--- src/rtl/dds_bank.sv ---
// Multi-channel DDS bank: per-channel phase accumulators with double-buffered
// tuning word / phase offset / waveform mode, a global commit and a global sync.
// Each channel's sample is one register stage behind its accumulator.
module dds_bank #(
  parameter int CHANNELS  = 2,
  parameter int ACC_WIDTH = 40,
  parameter int OUT_WIDTH = 8,
  localparam int CH_W     = (CHANNELS > 1) ? $clog2(CHANNELS) : 1
) (
  input  logic                          clk,
  input  logic                          rst,
  input  logic                          en,
  input  logic                          wr_en,
  input  logic [CH_W-1:0]               wr_ch,
  input  logic [1:0]                    wr_sel,
  input  logic [ACC_WIDTH-1:0]          wr_data,
  input  logic                          commit,
  input  logic                          sync,
  output logic                          pending,
  output logic [CHANNELS*OUT_WIDTH-1:0] out
);

  // Shadow (host-visible) configuration
  logic [ACC_WIDTH-1:0] tw_s     [CHANNELS];
  logic [ACC_WIDTH-1:0] ph_s     [CHANNELS];
  logic [1:0]           mode_s   [CHANNELS];

  // Shadow contents after this cycle's write; commit copies these so a
  // same-cycle write is part of the commit.
  logic [ACC_WIDTH-1:0] tw_s_nxt   [CHANNELS];
  logic [ACC_WIDTH-1:0] ph_s_nxt   [CHANNELS];
  logic [1:0]           mode_s_nxt [CHANNELS];
  logic                 wr_hit;

  // Active configuration
  logic [ACC_WIDTH-1:0] tw   [CHANNELS];
  logic [ACC_WIDTH-1:0] ph   [CHANNELS];
  logic [1:0]           mode [CHANNELS];

  logic [ACC_WIDTH-1:0]          acc_p0 [CHANNELS];
  logic [CHANNELS*OUT_WIDTH-1:0] out_p1;

  // Waveform shaping of one phase value: sawtooth, square, triangle, off.
  function automatic logic [OUT_WIDTH-1:0] shape(input logic [ACC_WIDTH-1:0] p,
                                                 input logic [1:0]           m);
    logic [OUT_WIDTH-1:0] t;
    logic [OUT_WIDTH-1:0] u;
    t = p[ACC_WIDTH-1 -: OUT_WIDTH];
    u = {t[OUT_WIDTH-2:0], 1'b0};
    case (m)
      2'd0:    shape = t;
      2'd1:    shape = t[OUT_WIDTH-1] ? '1 : '0;
      2'd2:    shape = t[OUT_WIDTH-1] ? ~u : u;
      default: shape = '0;
    endcase
  endfunction

  // Decode the register write into next shadow values; reserved field or
  // out-of-range channel leaves everything untouched.
  always_comb begin
    wr_hit = 1'b0;
    for (int k = 0; k < CHANNELS; k++) begin
      tw_s_nxt[k]   = tw_s[k];
      ph_s_nxt[k]   = ph_s[k];
      mode_s_nxt[k] = mode_s[k];
      if (wr_en && (wr_sel != 2'd3) && (wr_ch == CH_W'(k))) begin
        wr_hit = 1'b1;
        case (wr_sel)
          2'd0:    tw_s_nxt[k]   = wr_data;
          2'd1:    ph_s_nxt[k]   = wr_data;
          2'd2:    mode_s_nxt[k] = wr_data[1:0];
          default: ;
        endcase
      end
    end
  end

  // Configuration registers, pending flag and phase accumulators
  always_ff @(posedge clk) begin
    if (rst) begin
      pending <= 1'b0;
      for (int k = 0; k < CHANNELS; k++) begin
        tw_s[k]   <= '0;
        ph_s[k]   <= '0;
        mode_s[k] <= '0;
        tw[k]     <= '0;
        ph[k]     <= '0;
        mode[k]   <= '0;
        acc_p0[k] <= '0;
      end
    end else begin
      for (int k = 0; k < CHANNELS; k++) begin
        tw_s[k]   <= tw_s_nxt[k];
        ph_s[k]   <= ph_s_nxt[k];
        mode_s[k] <= mode_s_nxt[k];
        if (commit) begin
          tw[k]   <= tw_s_nxt[k];
          ph[k]   <= ph_s_nxt[k];
          mode[k] <= mode_s_nxt[k];
        end
        // Stage p0: accumulator steps with the tuning word active before this edge
        if (sync) begin
          acc_p0[k] <= '0;
        end else if (en) begin
          acc_p0[k] <= acc_p0[k] + tw[k];
        end
      end
      if (commit) begin
        pending <= 1'b0;
      end else if (wr_hit) begin
        pending <= 1'b1;
      end
    end
  end

  // Output register: phase offset and waveform shaping, updated every cycle
  always_ff @(posedge clk) begin
    if (rst) begin
      out_p1 <= '0;
    end else begin
      // Stage p1: shaped sample from the registered accumulator
      for (int k = 0; k < CHANNELS; k++) begin
        out_p1[k*OUT_WIDTH +: OUT_WIDTH] <= shape(acc_p0[k] + ph[k], mode[k]);
      end
    end
  end

  assign out = out_p1;

endmodule

--- config.mk ---
export PLATFORM = sky130hd
export DESIGN_NAME = dds_bank
export DESIGN_NICKNAME = d
export VERILOG_FILES = /design/src/rtl/dds_bank.sv
export SDC_FILE = /design/constraint.sdc
export NUM_CORES = 1
export LEC_CHECK = 0
export CORE_ASPECT_RATIO = 1.25
export CORE_UTILIZATION = 55
export DETAILED_ROUTE_END_ITERATION = 10
export PLACE_DENSITY = 0.81
export SLEW_MARGIN = 30
export SYNTH_ARGS = -nofsm -noshare
export SYNTH_HDL_FRONTEND = slang
export SYNTH_SLANG_ARGS = --single-unit
--- constraint.sdc ---
create_clock -name clk -period 6.45 [get_ports clk]
set_input_delay 0.9675 -clock clk [delete_from_list [all_inputs] [get_ports clk]]
set_output_delay 0.9675 -clock clk [all_outputs]
set_load 0.01 [all_outputs]
==> reports/metrics.csv, run 1 <==
stage,metric,value,unit
pwr,cell leakage power,9.77,nW
yosys,Main synth FF type,edfxtp_1,
yosys,Post-Synth XOR/XNOR Area,0.0390,
global_route,pin count of the biggest net entering global routing,124,
worst_setup_path,CP top delay family,compound AO/OA/AOI/OAI gates,
yosys,synth unique cells,60,
die,core area,0.0382,sq mm
clocking,CTS Root Cell,clkbuf_16,
timing,final hold slack,0.453,ns
routing,routed wire length,50.0,mm
pwr,Total Power,6.12,mW
timing,fmax,225,MHz
yosys,async set or reset register ratio after synthesis,0,
place,HPWL after DPL,33.5,mm
die,row cnt,80,
worst_setup_path,critical path data required time,6.86,ns
yosys,post-synthesis area per instance,9.91,sq um
worst_setup_path,CP bufs+invs,0,
timing,Final Max Slew Viols,0,
worst_setup_path,worst path arrival time,4.86,ns
die,die width,178,um
routing,top layer in use,met4,
layout,area of the multi-input gates,0.00996,sq mm
clocking,Max clock buf depth,3,
die,Ports,66,
yosys,mux contribution to synthesized area,0.00428,
timing,final-report hold violation count,0,
clocking,Setup Buffers After CTS,0,
global_route,vias in the first global route,15800,
routing,wl on met1,20.7,mm
timing,Slew HR,0.319,
place,GP Congestion,0.935,
yosys,#FFs+latches synth,425,
worst_setup_path,"slowest stage cell, crit path",xor2_1,
global_route,global-route wire length before repair,80.3,mm
timing,Final Setup Violations,0,
worst_setup_path,Startpoint Class,flop,
worst_setup_path,Crit Path Max Fanout,11,
timing,Worst Skew,0.0155,ns
layout,Reg area,0.0110,sq mm
routing,post-DR vias/cell,5.86,
status,status,completed,
pwr,VDD IR max,0.164,mV
timing,"Period Utilization, post-route",0.690,
clocking,CTS Hold Bufs,0,
yosys,"Cell Area, Synth",0.0214,sq mm
routing,Initial DRC Count,1140,
routing,wire length on met2,24.6,mm
layout,Layout Cells excl Fill,2708,
routing,Antenna Violating Nets Remaining,0,
worst_setup_path,critical path endpoint category,flop,
layout,number of fill cells,3017,
yosys,Post-synth EDFFs,244,
yosys,Adder-Cell Fraction of Synth Area,0.0921,
run,max_cap viols,0,
layout,Post-layout nets,2389,
worst_setup_path,Setup CP Type,flop to flop,
timing,setup TNS,0,ns
global_route,GRT Total Usage,0.256,
die,die height,222,um
die,Initial Utilization,0.559,
layout,P&R area growth vs syn,11.3,%
clocking,"Clk pin slew, worst setup/hold paths",0.07,ns
worst_setup_path,most frequent CP cell,a21o_1,
yosys,Post-Syn Instances,2156,
min_path,Hold Crit Class,flop to flop,
yosys,Simple-Gate Fraction of Synth Area,0.184,
place,port bufs,65,
routing,via count,15900,
routing,wire length on met3,2.63,mm
yosys,Synth Area in Compound Gates,0.146,
clocking,CTS tree,yes,
clocking,clk_lat worst skew,0.55,ns
clocking,clk sinks,425,
clocking,CTS resizes,0,
layout,layout cells sized above 1,0.0402,
routing,drc violations,0,
timing,RSZ-0062 raised after global routing,no,
timing,Final Critical Period,4.45,ns
clocking,CTS HTree Levels,2,
yosys,post-synthesis sequential area ratio,0.513,
worst_setup_path,Worst path max stage delay,0.72,ns
global_route,initial antenna violation count,1,
die,die area,0.0396,sq mm
worst_setup_path,"Cell Chain, Critical Path",ha_1 > and4_1 > a21o_1 > a211oi_1 > o31ai_1 > o2111ai_1 > nand2_1 > a21o_1 > o41a_1 > xor2_1 > a21boi_0 > a2111oi_0,
yosys,Syn Nets,2361,
yosys,largest family of logic cells by synthesized area,simple AND/OR/NAND/NOR gates,
clocking,TritonCTS buffer count,40,
pwr,Power Dens Cells,257,mW/mm^2
timing,Slew @ Worst Pin,1.02,ns
routing,1st-pass router iterations,5,
yosys,yosys warns,0,
place,Placed Instances,2634,
global_route,GRT overflow,0,
routing,DR WL/cell,18.4,um
Yosys cell counts (20+ instances only):
master,n,share of area
nand3_1,30,0.0070
clkbuf_1,79,0.014
edfxtp_1,244,0.34
xnor2_1,53,0.022
nor3_1,21,0.0049
inv_1,32,0.0056
a211oi_1,20,0.0070
nand4_1,21,0.0062
a21o_1,73,0.026
and2_1,175,0.051
nand2_1,376,0.066
ha_1,154,0.090
nor2_1,133,0.023
xor2_1,42,0.017
a21oi_1,255,0.060
dfxtp_1,181,0.17
o21ai_0,53,0.012
flip-flops by register name, summed over array words and instances, names as in the netlist:
name     cells
acc_p0      80
mode         4
mode_s       4
out         16
pending      1
ph          80
ph_s        80
tw          80
tw_s        80
cells by family after synthesis:
family	count (synthesis)
AOI/OAI and AO/OA	510
DFF	425
and+or+nand+nor	838
muxes	9
xor gates and xnor gates	95
adders and majority gates	156
buffers and inverters	123
tightest hold or removal path, stage by stage (launching register included):
cell and delay, ns:
dfxtp_1 0.30, nand2_1 0.04, a21oi_1 0.06
through the flow:
stage	cell area, sq um	utilization	setup WS, ns
final	23800	0.622	2.00
after global routing	23800	0.622	1.84
after CTS	23800	0.622	2.13
after detailed placement	22400	0.586	2.21
after global placement	22400	0.585	2.42
after floorplan	21400	-	2.67
cells in the final DEF (no fill, tap or decap), types with 32 or more instances in the layout:
master	n
nand2_1	375
and2_1	175
o21ai_0	53
clkdlybuf4s50_1	63
xnor2_1	53
a21o_1	73
xor2_1	42
inv_1	32
a21oi_1	255
dfxtp_1	181
nor2_1	131
edfxtp_1	244
ha_1	154
clkbuf_16	42
metal layers:
| layer | track usage | vias to the layer above |
|---|---|---|
| met3 | 0.0313 | 119 |
| met4 | 0.116 | 0 |
| met5 | 0 | - |
| met1 | 0.327 | 7633 |
| met2 | 0.433 | 436 |
| li1 | - | 7690 |
worst paths after layout:
check,depth (start not counted),to,startpoint,slack (ns)
worst max-delay path,12,out[5]$_SDFF_PP0_,acc_p0[0][10]$_SDFFCE_PN0P_,2.00
worst min-delay path,2,tw_s[0][17]$_SDFF_PP0_,tw_s[0][17]$_SDFF_PP0_,0.45
worst max register to register,12,out[5]$_SDFF_PP0_,acc_p0[0][10]$_SDFFCE_PN0P_,2.00
worst min register to register,2,tw_s[0][17]$_SDFF_PP0_,tw_s[0][17]$_SDFF_PP0_,0.45
power breakdown:
| part | total (mW) | switching, mW | internal (mW) |
|---|---|---|---|
| sequential | 3.04 | 0.0603 | 2.98 |
| combinational | 0.645 | 0.392 | 0.253 |
| clock | 2.44 | 1.03 | 1.41 |
final cells by class:
cell class / count / area share
multi-input combinational: 1608 / 0.419
sequential: 425 / 0.461
timing repair buffer: 77 / 0.0326
clock inverter: 19 / 0.00884
inverter: 32 / 0.00505
tap: 492 / 0.0259
antenna: 1 / 0.000105
clock buffer: 54 / 0.0478
(Power assumes the default switching activity.)
==> inputs of run 2 (changes only) <==
PLACE_DENSITY = 0.83   (was 0.81)
clock period = 3.6 ns   (was 6.45 ns; I/O delays follow)
==> run 2 against run 1 <==
Routed wire length rose by 2.0%. Register-to-register slack worse by 1.9 ns. Worst hold slack worse by 0.078 ns. Clock-buffer cell count grew 4. Die area did not move. Sequential cell count unchanged. Combinational power up 84%. Final area up 1.2%. Critical endpoint unchanged. Largest cell class unchanged. Highest routed layer unchanged.
==> reports/metrics.csv, run 2 (synthesized netlist as in run 1, its figures left out) <==
stage,metric,value,unit
status,status,completed,
pwr,VDD IR max,0.261,mV
routing,wire length on met2,25.4,mm
routing,DR WL/cell,18.7,um
die,row cnt,80,
worst_setup_path,worst path arrival time,3.97,ns
global_route,global-route wire length before repair,81.6,mm
die,Initial Utilization,0.559,
worst_setup_path,critical path data required time,4.04,ns
worst_setup_path,CP top delay family,compound AO/OA/AOI/OAI gates,
layout,P&R area growth vs syn,12.7,%
routing,Initial DRC Count,1278,
worst_setup_path,Setup CP Type,flop to flop,
layout,Layout Cells excl Fill,2732,
timing,Final Critical Period,3.53,ns
worst_setup_path,Startpoint Class,flop,
global_route,GRT Total Usage,0.259,
timing,final-report hold violation count,0,
routing,routed wire length,51.0,mm
timing,Slew @ Worst Pin,0.935,ns
clocking,TritonCTS buffer count,40,
worst_setup_path,Worst path max stage delay,0.41,ns
layout,"commonest non-fill, non-tap cell in the layout",nand2_1,
pwr,cell leakage power,9.88,nW
worst_setup_path,most frequent CP cell,a21o_1,
routing,top layer in use,met4,
layout,design area,0.0241,sq mm
min_path,Hold EP,out[6]$_SDFF_PP0_,
place,Placed Instances,2653,
routing,1st-pass router iterations,5,
routing,wl on met1,20.9,mm
timing,"Period Utilization, post-route",0.979,
clocking,CTS HTree Levels,2,
layout,area of the multi-input gates,0.0101,sq mm
clocking,"Clk pin slew, worst setup/hold paths",0.07,ns
routing,wire length on met3,2.70,mm
timing,fmax,284,MHz
clocking,CTS Hold Bufs,0,
place,port bufs,65,
layout,layout cells sized above 1,0.0617,
place,HPWL after DPL,34.3,mm
timing,final worst-path setup slack,0.0747,ns
die,core area,0.0382,sq mm
timing,Worst Skew,0.0126,ns
run,max_cap viols,0,
place,Place WS,-0.0385,ns
global_route,initial antenna violation count,2,
die,die area,0.0396,sq mm
die,die width,178,um
min_path,Hold Crit Class,input port to flop,
clocking,clk sinks,425,
routing,drc violations,0,
worst_setup_path,reg2reg setup slack,0.07,ns
clocking,CTS Root Cell,clkbuf_16,
pwr,Total Power,11.0,mW
layout,Reg area,0.0110,sq mm
worst_setup_path,"slowest stage cell, crit path",edfxtp_1,
routing,post-DR vias/cell,5.89,
min_path,hold_sp,rst,
timing,Final Setup Violations,0,
layout,number of fill cells,2899,
clocking,clk_lat worst skew,0.55,ns
min_path,WHS Path Cells,2,
timing,Slew HR,0.376,
global_route,vias in the first global route,16100,
worst_setup_path,Stages on worst setup path,13,
global_route,GRT overflow,0,
die,die height,222,um
worst_setup_path,R2R Path Start,acc_p0[0][10]$_SDFFCE_PN0P_,
clocking,Max clock buf depth,3,
die,Ports,66,
timing,Final Max Slew Viols,0,
worst_setup_path,"Cell Chain, Critical Path",ha_1 > and4_1 > a21o_1 > a211oi_2 > o31ai_2 > o2111ai_1 > nand2_1 > a21o_1 > o41a_1 > xor2_1 > buf_2 > xnor2_1 > a2111oi_2,
routing,via count,16100,
worst_setup_path,worst flop-to-flop path endpoint,out[5]$_SDFF_PP0_,
layout,Post-layout nets,2411,
routing,Antenna Violating Nets Remaining,0,
place,GP Congestion,0.936,
pwr,Power Dens Cells,455,mW/mm^2
clocking,CTS tree,yes,
worst_setup_path,CP bufs+invs,1,
worst_setup_path,critical path endpoint category,flop,
worst_setup_path,Crit Path Max Fanout,5,
worst_setup_path,worst r2r path cells,13,
global_route,pin count of the biggest net entering global routing,119,
place,placed inst area,0.0225,sq mm
layout,most frequent cells in the layout,"nand2_1 (375), a21oi_1 (253), edfxtp_1 (244), dfxtp_1 (181), and2_1 (175)",
==> run 2: cell types whose count changed in the layout (fill, tap and decap cells not counted), sizes merged <==
cell	before	now
buf	14	36
bufinv	4	1
clkbuf	54	58
clkinvlp	2	1
diode	1	2
inv	36	37
==> run 2: per-stage QoR <==
stage	hold WS (ns)	utilization	TNS [ns]
4_1_cts	0.348	0.625	-0.00388
6_report	0.376	0.629	0
3_5_place_dp	0.445	0.590	-0.0635
2_1_floorplan	0.434	-	0
3_3_place_gp	0.439	0.589	0
5_1_grt	0.383	0.629	-0.311
==> run 2: where the power goes <==
| group | total, mW | leakage, nW | switching, mW | internal, mW |
|---|---|---|---|---|
| sequential | 5.45 | 4.22 | 0.111 | 5.34 |
| clock | 4.31 | 0.671 | 1.85 | 2.46 |
| combinational | 1.19 | 4.98 | 0.718 | 0.475 |
| total | 11.0 | 9.88 | 2.68 | 8.27 |
==> run 2: how the worst max path moves through the flow <==
stage / slack (ns) / start / end
floorplan: 0.25 / rst / mode[0][0]$_SDFFCE_PN0P_
detailed placement: -0.04 / acc_p0[0][18]$_SDFFCE_PN0P_ / out[5]$_SDFF_PP0_
finish: 0.07 / acc_p0[0][10]$_SDFFCE_PN0P_ / out[5]$_SDFF_PP0_
CTS: -0.004 / acc_p0[0][11]$_SDFFCE_PN0P_ / out[3]$_SDFF_PP0_
global placement: 0.13 / acc_p0[0][0]$_SDFFCE_PN0P_ / acc_p0[0][38]$_SDFFCE_PN0P_
global route: -0.08 / acc_p0[0][10]$_SDFFCE_PN0P_ / out[1]$_SDFF_PP0_
==> run 2: timing repair <==
item | in CTS | in global routing
setup endpoints to repair | 2 | 18
pin swaps | 0 | 8
resized for setup | 3 | 28
buffers inserted | 0 | 2
gates cloned | 0 | 1
==> run 2: final cells by class <==
class / instances / area share
Multi-Input combinational cell: 1608 / 0.420
Timing Repair Buffer: 99 / 0.0382
Antenna cell: 2 / 0.000208
Clock buffer: 58 / 0.0509
Clock inverter: 16 / 0.00530
Inverter: 32 / 0.00499
Sequential cell: 425 / 0.455
Tap cell: 492 / 0.0256
==> run 2: layer usage <==
layer	global-route usage	vias to the layer above
met4	0.107	0
met5	0	-
li1	-	7734
met2	0.451	460
met1	0.320	7774
met3	0.0335	129
==> inputs of run 3 (changes only) <==
GPL_TIMING_DRIVEN = 0   (was not set)
HOLD_SLACK_MARGIN = 0.12   (was not set)
==> run 3 against run 2 <==
Combinational power increased by 8%. Power increased by 2.0%. First-iteration DRC count increased by 3.4%. Sequential power about the same. Final area increased by 2.3%. Clock skew increased by 0.0047 ns. Sequential cell count unchanged. Worst setup slack got worse by 0.057 ns. Register-to-register slack got worse by 0.06 ns. Fmax decreased by 1.6%. Critical path depth unchanged. Critical endpoint is now out[1]$_SDFF_PP0_. Highest routed layer unchanged.
==> reports/metrics.csv, run 3 (synthesized netlist as in run 1, its figures left out) <==
stage,metric,value,unit
worst_setup_path,critical path data required time,4.03,ns
timing,Final Critical Period,3.58,ns
timing,fmax,279,MHz
routing,Antenna Violating Nets Remaining,0,
pwr,Reg power frac,0.487,
pwr,VDD IR max,0.353,mV
pwr,Clk pwr share,0.398,
global_route,GRT overflow,0,
timing,Final Setup Violations,0,
routing,via count,16800,
die,Ports,66,
clocking,Max clock buf depth,3,
layout,Post-layout nets,2490,
pwr,switching pwr,2.76,mW
global_route,pin count of the biggest net entering global routing,48,
routing,post-DR vias/cell,5.97,
clocking,CTS Root Cell,clkbuf_16,
global_route,initial antenna violation count,2,
clocking,clk_lat worst skew,0.55,ns
clocking,CTS HTree Levels,2,
layout,Util after Layout,0.644,
worst_setup_path,critical path endpoint category,flop,
routing,drc violations,0,
layout,most frequent cells in the layout,"nand2_1 (375), a21oi_1 (250), edfxtp_1 (244), dfxtp_1 (181), and2_1 (175)",
die,row cnt,80,
timing,final-report hold violation count,0,
timing,Slew HR,0.315,
global_route,global-route wire length before repair,86.9,mm
timing,Final Max Slew Viols,0,
worst_setup_path,Setup CP Type,flop to flop,
layout,"commonest non-fill, non-tap cell in the layout",nand2_1,
clocking,TritonCTS buffer count,42,
run,max_cap viols,0,
place,Placed Instances,2715,
status,status,completed,
clocking,clk sinks,425,
pwr,Power Dens Cells,454,mW/mm^2
clocking,"Clk pin slew, worst setup/hold paths",0.06,ns
clocking,CTS Hold Bufs,0,
global_route,GRT Total Usage,0.282,
pwr,internal power,8.41,mW
place,HPWL after DPL,40.4,mm
timing,final hold slack,0.453,ns
place,GP Congestion,0.919,
worst_setup_path,Startpoint Class,flop,
die,die height,222,um
pwr,combinational power share,0.114,
die,core area,0.0382,sq mm
timing,Worst Skew,0.0172,ns
pwr,cell leakage power,10.0,nW
layout,layout cells sized above 1,0.0630,
timing,Slew @ Worst Pin,1.03,ns
place,port bufs,63,
routing,Initial DRC Count,1322,
die,die width,178,um
global_route,vias in the first global route,16900,
routing,DR WL/cell,19.9,um
worst_setup_path,worst path arrival time,4.01,ns
pwr,switching part of the total power,0.247,
clocking,CTS tree,yes,
routing,routed wire length,55.9,mm
worst_setup_path,Crit Path Max Fanout,5,
layout,P&R area growth vs syn,15.2,%
die,die area,0.0396,sq mm
timing,setup TNS,0,ns
timing,"Period Utilization, post-route",0.995,
layout,Layout Cells excl Fill,2813,
pwr,Total Power,11.2,mW
routing,1st-pass router iterations,6,
die,Initial Utilization,0.559,
min_path,Hold Crit Class,flop to flop,
==> run 3: changes by cell type in the layout (fill, tap and decap cells not counted), moves of 6 or more <==
cell	delta
clkbuf_1	+82
ha_4	+6
buf_1	+7
ha_1	-6
buf_4	-13
==> run 3: what timing repair did <==
item | 4_1_cts | 5_1_grt
setup buffers | 4 | 13
setup endpoints to repair | 22 | 27
resized for setup | 25 | 40
pin swaps | 4 | 19
gates cloned | 0 | 1
==> run 3: power by group through the flow <==
stage / registers (mW) / logic (mW) / clock network, mW
after CTS: 5.44 / 1.21 / 4.46
after floorplan: 5.51 / 0.781 / 0
final: 5.45 / 1.28 / 4.45
after global routing: 5.46 / 1.39 / 4.65
after detailed placement: 5.54 / 1.18 / 0
after global placement: 5.55 / 1.11 / 0
==> run 3: per-layer routing <==
metal,vias to the layer above,wire [um],share of wire,track usage
met3,213,3300,0.059,0.0390
met2,677,28300,0.51,0.494
met4,0,3700,0.066,0.182
met1,7985,20600,0.37,0.317
met5,-,0,0,0
li1,7914,-,-,-
==> run 3: worst paths after layout <==
check / start / to / slack (ns) / depth (start not counted)
min reg2reg: tw_s[0][29]$_SDFF_PP0_ / tw_s[0][29]$_SDFF_PP0_ / 0.45 / 2
min: tw_s[0][29]$_SDFF_PP0_ / tw_s[0][29]$_SDFF_PP0_ / 0.45 / 2
max: acc_p0[0][10]$_SDFFCE_PN0P_ / out[1]$_SDFF_PP0_ / 0.02 / 13
max reg2reg: acc_p0[0][10]$_SDFFCE_PN0P_ / out[1]$_SDFF_PP0_ / 0.02 / 13
==> run 3: area by class of cell <==
class                   instances  area (sq um)
repair buffers                 85           866
diodes                          2          5.00
plain buffers                  91           367
multi-input cells            1608         10300
flip-flops and latches        425         11000
clock buffers                  64          1300
fillers                      2825         13600
clock inverters                14           100
well taps                     492           616
inverters                      32           120
==> run 3: per-stage QoR <==
step                      setup slack [ns]  area, sq um
after floorplan                      0.252        21400
after global placement              -0.991        22600
after detailed placement            -0.602        22700
after CTS                          0.00428        24300
after global routing               -0.0960        24600
final                               0.0182        24600
==> run 3: critical path, cell delays in order (launching register included) <==
cell and delay, ns:
edfxtp_1 0.40, ha_1 0.35, and4_4 0.21, a21o_1 0.18, a211oi_4 0.27, o31ai_4 0.11, o2111ai_2 0.24, nand2_2 0.12
a21o_1 0.18, o41a_1 0.48, xor2_2 0.21, buf_6 0.18, xnor2_1 0.12, a2111oi_1 0.39
